===== config.mk =====
export PLATFORM = sky130hd
export DESIGN_NAME = palette_colorizer
export DESIGN_NICKNAME = d
export VERILOG_FILES = /design/src/rtl/palette_colorizer.sv
export SDC_FILE = /design/constraint.sdc
export NUM_CORES = 1
export LEC_CHECK = 0
export CAP_MARGIN = 10
export CORE_AREA = 2 2 191 193
export CTS_CLUSTER_DIAMETER = 40
export CTS_CLUSTER_SIZE = 16
export DETAILED_ROUTE_END_ITERATION = 16
export DIE_AREA = 0 0 193 195
export PLACE_DENSITY_LB_ADDON = 0.08
export SLEW_MARGIN = 0
export SYNTH_ARGS = -nofsm -noshare
export SYNTH_HDL_FRONTEND = slang
export SYNTH_SLANG_ARGS = --single-unit

===== constraint.sdc =====
create_clock -name clock -period 6.55 [get_ports clock]
set_clock_uncertainty 0.2 [all_clocks]
set_input_delay 1.965 -clock clock [delete_from_list [all_inputs] [get_ports clock]]
set_output_delay 1.965 -clock clock [all_outputs]
set_load 0.01 [all_outputs]

===== src/rtl/palette_colorizer.sv =====
// Palette-driven VGA pixel colorizer: world map plus stacked icons through a two-stage pipeline.
// Optional icon blinking is built when PALETTE_COLORIZER_BLINK_EN is defined.
`ifndef MFP_N_VGA
`define MFP_N_VGA 4
`endif

module palette_colorizer #(
    parameter int unsigned WORLD_W      = 2,
    parameter int unsigned ICON_W       = 4,
    parameter int unsigned N_ICON       = 2,
    parameter int unsigned BLINK_FRAMES = 30
) (
    input  logic                                              clock,
    input  logic                                              reset_n,
    input  logic                                              video_on,
    input  logic                                              frame_start,
    input  logic [WORLD_W-1:0]                                world_pixel,
    input  logic [N_ICON*ICON_W-1:0]                          icon,
    input  logic                                              wr_en,
    input  logic                                              wr_sel,
    input  logic [((WORLD_W > ICON_W) ? WORLD_W : ICON_W)-1:0] wr_addr,
    input  logic [11:0]                                       wr_data,
    input  logic                                              wr_blink,
    output logic [`MFP_N_VGA*3-1:0]                           VGA
);

    localparam int unsigned WD = 1 << WORLD_W;
    localparam int unsigned ID = 1 << ICON_W;
    localparam int unsigned NV = `MFP_N_VGA;

    function automatic logic [11:0] world_default(int unsigned idx);
        case (idx)
            0:       return 12'hBBB;
            2:       return 12'hF51;
            3:       return 12'hFFF;
            default: return 12'h000;
        endcase
    endfunction

    function automatic logic [11:0] icon_default(int unsigned idx);
        case (idx)
            2:       return 12'h0F0;
            3:       return 12'hF00;
            4:       return 12'h3A6;
            5:       return 12'hF51;
            6:       return 12'h444;
            default: return 12'h000;
        endcase
    endfunction

    logic [11:0]       world_pal [WD];
    logic [11:0]       icon_pal  [ID];
    logic [ICON_W-1:0] icon_code [N_ICON];
    logic [N_ICON-1:0] icon_vis;

`ifdef PALETTE_COLORIZER_BLINK_EN
    localparam int unsigned CNT_W = (BLINK_FRAMES > 1) ? $clog2(BLINK_FRAMES) : 1;

    logic [CNT_W-1:0] blink_cnt;
    logic             blink_phase;
    logic [ID-1:0]    icon_blink;

    always_ff @(posedge clock) begin
        if (!reset_n) begin
            blink_cnt   <= '0;
            blink_phase <= 1'b1;
        end else if (frame_start) begin
            if (blink_cnt == CNT_W'(BLINK_FRAMES - 1)) begin
                blink_cnt   <= '0;
                blink_phase <= ~blink_phase;
            end else begin
                blink_cnt <= blink_cnt + 1'b1;
            end
        end
    end
`else
    logic unused_blink_inputs;
    assign unused_blink_inputs = frame_start ^ wr_blink;
`endif

    // Palette storage; a lookup in the write cycle still sees the old entry.
    always_ff @(posedge clock) begin
        if (!reset_n) begin
            for (int unsigned i = 0; i < WD; i++) world_pal[i] <= world_default(i);
            for (int unsigned i = 0; i < ID; i++) icon_pal[i] <= icon_default(i);
`ifdef PALETTE_COLORIZER_BLINK_EN
            icon_blink <= '0;
`endif
        end else if (wr_en) begin
            if (!wr_sel) begin
                world_pal[wr_addr[WORLD_W-1:0]] <= wr_data;
            end else begin
                icon_pal[wr_addr[ICON_W-1:0]] <= wr_data;
`ifdef PALETTE_COLORIZER_BLINK_EN
                icon_blink[wr_addr[ICON_W-1:0]] <= wr_blink;
`endif
            end
        end
    end

    for (genvar k = 0; k < N_ICON; k++) begin : g_icon
        assign icon_code[k] = icon[k*ICON_W +: ICON_W];
`ifdef PALETTE_COLORIZER_BLINK_EN
        assign icon_vis[k] = !(icon_blink[icon_code[k]] && !blink_phase);
`else
        assign icon_vis[k] = 1'b1;
`endif
    end

    // Stage 1: palette lookups
    logic              von_q;
    logic [11:0]       world_color_q;
    logic [11:0]       icon_color_q [N_ICON];
    logic [N_ICON-1:0] icon_valid_q;

    always_ff @(posedge clock) begin
        if (!reset_n) begin
            von_q         <= 1'b0;
            world_color_q <= '0;
            icon_valid_q  <= '0;
            for (int unsigned k = 0; k < N_ICON; k++) icon_color_q[k] <= '0;
        end else begin
            von_q         <= video_on;
            world_color_q <= world_pal[world_pixel];
            for (int unsigned k = 0; k < N_ICON; k++) begin
                icon_color_q[k] <= icon_pal[icon_code[k]];
                icon_valid_q[k] <= (icon_code[k] != '0) && icon_vis[k];
            end
        end
    end

    // Stage 2: priority merge, channel 0 wins
    logic [11:0] rgb_d, rgb_q;

    always_comb begin
        rgb_d = world_color_q;
        for (int k = int'(N_ICON) - 1; k >= 0; k--) begin
            if (icon_valid_q[k]) rgb_d = icon_color_q[k];
        end
        if (!von_q) rgb_d = '0;
    end

    always_ff @(posedge clock) begin
        if (!reset_n) rgb_q <= '0;
        else          rgb_q <= rgb_d;
    end

    // Each 4-bit channel is MSB-aligned into an NV-bit output channel.
    for (genvar c = 0; c < 3; c++) begin : g_chan
        assign VGA[c*NV +: NV] = NV'({rgb_q[c*4 +: 4], 8'h00} >> (12 - NV));
    end

endmodule


==> flow_summary.rst <==
.. list-table::
   :header-rows: 1

   * - Metric
     - Value
   * - Result of the run
     - complete, no violations
   * - Total area of multi-input combinational cells
     - 5410 um2
   * - Actual transition at the worst max-transition pin
     - 1.26 ns
   * - Die height
     - 195 um
   * - Number of instances resized during post-cts repair
     - 0
   * - Detailed Place HPWL
     - 29500 um
   * - Total number of placement rows
     - 69
   * - Clock insertion delay at the later pin of the skew report
     - between 0.5 and 0.6 ns
   * - Setup Total Neg Slack
     - 0 ns
   * - Share of total power in combinational logic
     - 0.086
   * - Residual antenna-violating net count after detailed routing
     - 0
   * - Number of distinct library cells after synthesis
     - 37
   * - DRT iter0 DRCs
     - 754
   * - Minimum clock period after layout
     - 4.66 ns
   * - Signal arrival time at the worst endpoint
     - 4.62 ns
   * - Total clock buffers created by CTS
     - 46
   * - Cell chain of the critical path
     - clkdlybuf4s50_1 -> nand2b_1 -> or2_1 -> nor3_4 -> nand2b_1
   * - Worst vdd ir
     - 0.159 mV
   * - Clock network fraction of total power
     - 0.494
   * - Final GP Congestion
     - 0.858
   * - CP max FO
     - 13
   * - XOR/XNOR Fraction of Synth Area
     - 0
   * - Fraction of layout cells with a size suffix above 1
     - 0.197
   * - Max Slew Vio Count
     - 0
   * - Most frequent cell on the critical path
     - sky130_fd_sc_hd__nand2b_1
   * - Remaining global-route overflow
     - 0
   * - Pin count of the biggest net entering global routing
     - 43
   * - Final-report hold violation count
     - 0
   * - Count of pins on the block boundary
     - 45
   * - Switching share of power
     - 0.232
   * - Quantity of hold-fixing buffers added after cts
     - 0
   * - Count of buffers from port buffering
     - 42
   * - Final-stage net count
     - 1096
   * - Compound-cell area share of the yosys netlist
     - 0.0451
   * - Number of setup violations in the final report
     - 0
   * - Post-synthesis mux area share
     - 0.176
   * - Static leakage
     - 5.87 nW
   * - Number of violations of the max-capacitance limit
     - 0
   * - Net Switching
     - 1.20 mW
   * - Core Footprint
     - around 35000 um2
   * - Signed area change from the synthesized netlist to the final layout
     - 17.5%
   * - Fraction of the mapped netlist area in simple logic gates
     - 0.162
   * - Top achievable clock speed
     - 0.215 GHz
   * - Delay of the slowest critical-path stage
     - 0.67 ns
   * - Clk sink count
     - 291
   * - Dpl ws
     - roughly 1.3 ns
   * - Area of the die
     - around 38000 um2
   * - Setup Buffers After CTS
     - 0
   * - Setup repair after global routing missed its margin
     - no
   * - Final Routed Wirelength
     - 43900 um
   * - Filler cell count
     - between 3000 and 4000
   * - Number of warnings printed during yosys synthesis
     - 0
   * - Clock Tree Root
     - sky130_fd_sc_hd__clkbuf_16
   * - Power per cell area
     - 311 nW/um2
   * - Initial standard-cell utilization of the core
     - 0.398
   * - Number of remaining DRC errors
     - 0
   * - Setup crit end kind
     - register
   * - Sequential cell area
     - ~8000 um2
   * - Net count after synthesis
     - 1061
   * - Arithmetic-cell share of the synthesized area counting full adders, half adders and majority gates
     - 0
   * - Flip-flop and latch count after synthesis
     - 291
   * - Number of inserted diodes
     - 0
   * - Width of the die
     - slightly below 200 um
   * - CTS clk-pin slew, worst paths
     - roughly 0.050 ns
   * - Buffers from clock root to sink, at most
     - 3
   * - Internal power summed over all cells
     - 3.96 mW
   * - Combinational family with the most area after synthesis
     - multiplexers
   * - Number of iterations in the first detailed-routing pass
     - 8
   * - Period Utilization, post-route
     - 0.711
   * - CP max stage cell
     - sky130_fd_sc_hd__clkdlybuf4s50_1
   * - Detailed-route wire length per cell
     - 28.2 um
   * - Post-route standard cell area excluding fillers
     - 16600 um2
   * - Number of cells produced by synthesis
     - slightly above 1000
   * - Critical path startpoint category
     - input port
   * - Routed vias/inst
     - 5.50
   * - Crit path kind
     - input port to register
   * - Setup WS post-layout
     - 1.89 ns
   * - Initial antenna violation count
     - 1
   * - Total vias in the final route
     - 8565
   * - Synthesized area
     - 14100 um2
   * - CTS tree
     - built
   * - Wire length of the first global-routing pass
     - ~63000 um
   * - Register share of total power
     - 0.421
   * - Synthesized area per cell
     - 13.7 um2
   * - Worst path required time
     - 6.52 ns
   * - Register area share after synthesis
     - 0.584
   * - Cell area after placement
     - 14900 um2
   * - Vias in the first global route
     - 8737
   * - Min-delay worst type
     - register to register
   * - Overall fraction of global-route tracks in use
     - 0.241
   * - CTS H-Tree Depth
     - 2
   * - Headroom to the max-slew limit
     - 0.154
[critical path, delay by kind of cell]
| kind | cells | cell delay [ns] |
|---|---|---|
| buffers and inverters | 1 | 0.67 |
| and+or+nand+nor | 4 | 1.98 |
[registers in the layout (all words and copies together) (netlist names)]
register and cells:
icon_pal 192, world_pal 48, icon_color_q 24, VGA 12
world_color_q 12, icon_valid_q 2, von_q 1
[metrics by stage]
step                power (mW)  cells   util  hold WS, ns
CTS                       5.19   1558  0.468        0.269
global placement          2.65   1476  0.422        0.259
detailed placement        2.65   1476  0.422        0.257
finish                    5.16   1558  0.468        0.262
floorplan                 2.45   1028      -        0.231
global route              5.31   1558  0.468        0.320
[power groups by stage]
| stage | logic, mW | clock network [mW] | registers (mW) |
|---|---|---|---|
| after detailed placement | 0.444 | 0 | 2.21 |
| after global placement | 0.442 | 0 | 2.20 |
| after CTS | 0.445 | 2.58 | 2.17 |
| after floorplan | 0.266 | 0 | 2.18 |
| final | 0.441 | 2.55 | 2.17 |
| after global routing | 0.467 | 2.66 | 2.18 |
[cells in the mapped netlist (all sizes together)]
cell type	n	area, um2
a211oi	10	75.1
o32ai	2	17.5
or3	24	150
or2b	2	15.0
nor2	39	159
nor2b	15	93.8
a22oi	32	240
nand3b	1	7.51
mux2i	82	821
or2	14	87.6
o41a	2	22.5
a21oi	12	60.1
o21ai	36	180
dfxtp	51	1020
mux4	74	1670
and2	203	1270
nor3	6	56.3
nand2	18	67.6
nand2b	38	238
o211ai	3	22.5
clkbuf	64	246
nand3	24	125
edfxtp	240	7210
a2111oi	2	17.5
buf	32	219
and3	2	12.5
[final timing paths]
| kind | from | to | slack (ns) | cells past startpoint |
|---|---|---|---|---|
| setup / recovery | wr_addr[1] | icon_pal[2][3]$_SDFFCE_PN0P_ | 1.89 | 5 |
| hold reg to reg | icon_color_q[0][3]$_SDFF_PN0_ | VGA[3]$_SDFF_PN0_ | 0.26 | 2 |
| setup reg to reg | icon_pal[5][7]$_SDFFCE_PN0P_ | icon_color_q[0][7]$_SDFF_PN0_ | 4.68 | 3 |
| hold / removal | icon_color_q[0][3]$_SDFF_PN0_ | VGA[3]$_SDFF_PN0_ | 0.26 | 2 |
[kinds of logic (layout without fill, tap and decap cells)]
group | count (synthesis) | after routing
AND/OR/NAND/NOR | 386 | 386
flip-flops | 291 | 291
multiplexers | 156 | 156
AO/OA/AOI/OAI | 99 | 99
buffers and inverters | 96 | 165
[cell usage in the layout, fill, tap and decap left out, types with 12 or more instances in the layout]
cell type,count
sky130_fd_sc_hd__nand2b_1,38
sky130_fd_sc_hd__clkbuf_16,51
sky130_fd_sc_hd__nand3_1,23
sky130_fd_sc_hd__nand2_1,18
sky130_fd_sc_hd__nor2_1,36
sky130_fd_sc_hd__nor2b_1,15
sky130_fd_sc_hd__or3_1,24
sky130_fd_sc_hd__o21ai_0,16
sky130_fd_sc_hd__buf_4,41
sky130_fd_sc_hd__a22oi_1,32
sky130_fd_sc_hd__mux4_2,74
sky130_fd_sc_hd__edfxtp_1,240
sky130_fd_sc_hd__dfxtp_1,51
sky130_fd_sc_hd__or2_2,12
sky130_fd_sc_hd__mux2i_1,82
sky130_fd_sc_hd__a21oi_1,12
sky130_fd_sc_hd__and2_1,203
sky130_fd_sc_hd__clkdlybuf4s50_1,38
sky130_fd_sc_hd__o21ai_1,18
[layout make-up]
type                       instances  share of cell area
sequential                       291               0.497
multi-input combinational        641               0.327
clock buffer                      56              0.0800
timing repair buffer              83              0.0437
tap                              461              0.0348
clock inverter                    26              0.0180
[layer usage]
metal	routed length [um]	share of wire	vias up	GRT usage
met3	2180	0.050	60	0.0410
met5	0	0	-	0
met1	20100	0.46	4378	0.350
li1	-	-	3881	-
met2	20500	0.47	246	0.373
met4	1110	0.025	0	0.0662
Note: power is estimated with default switching activity, not from simulation.
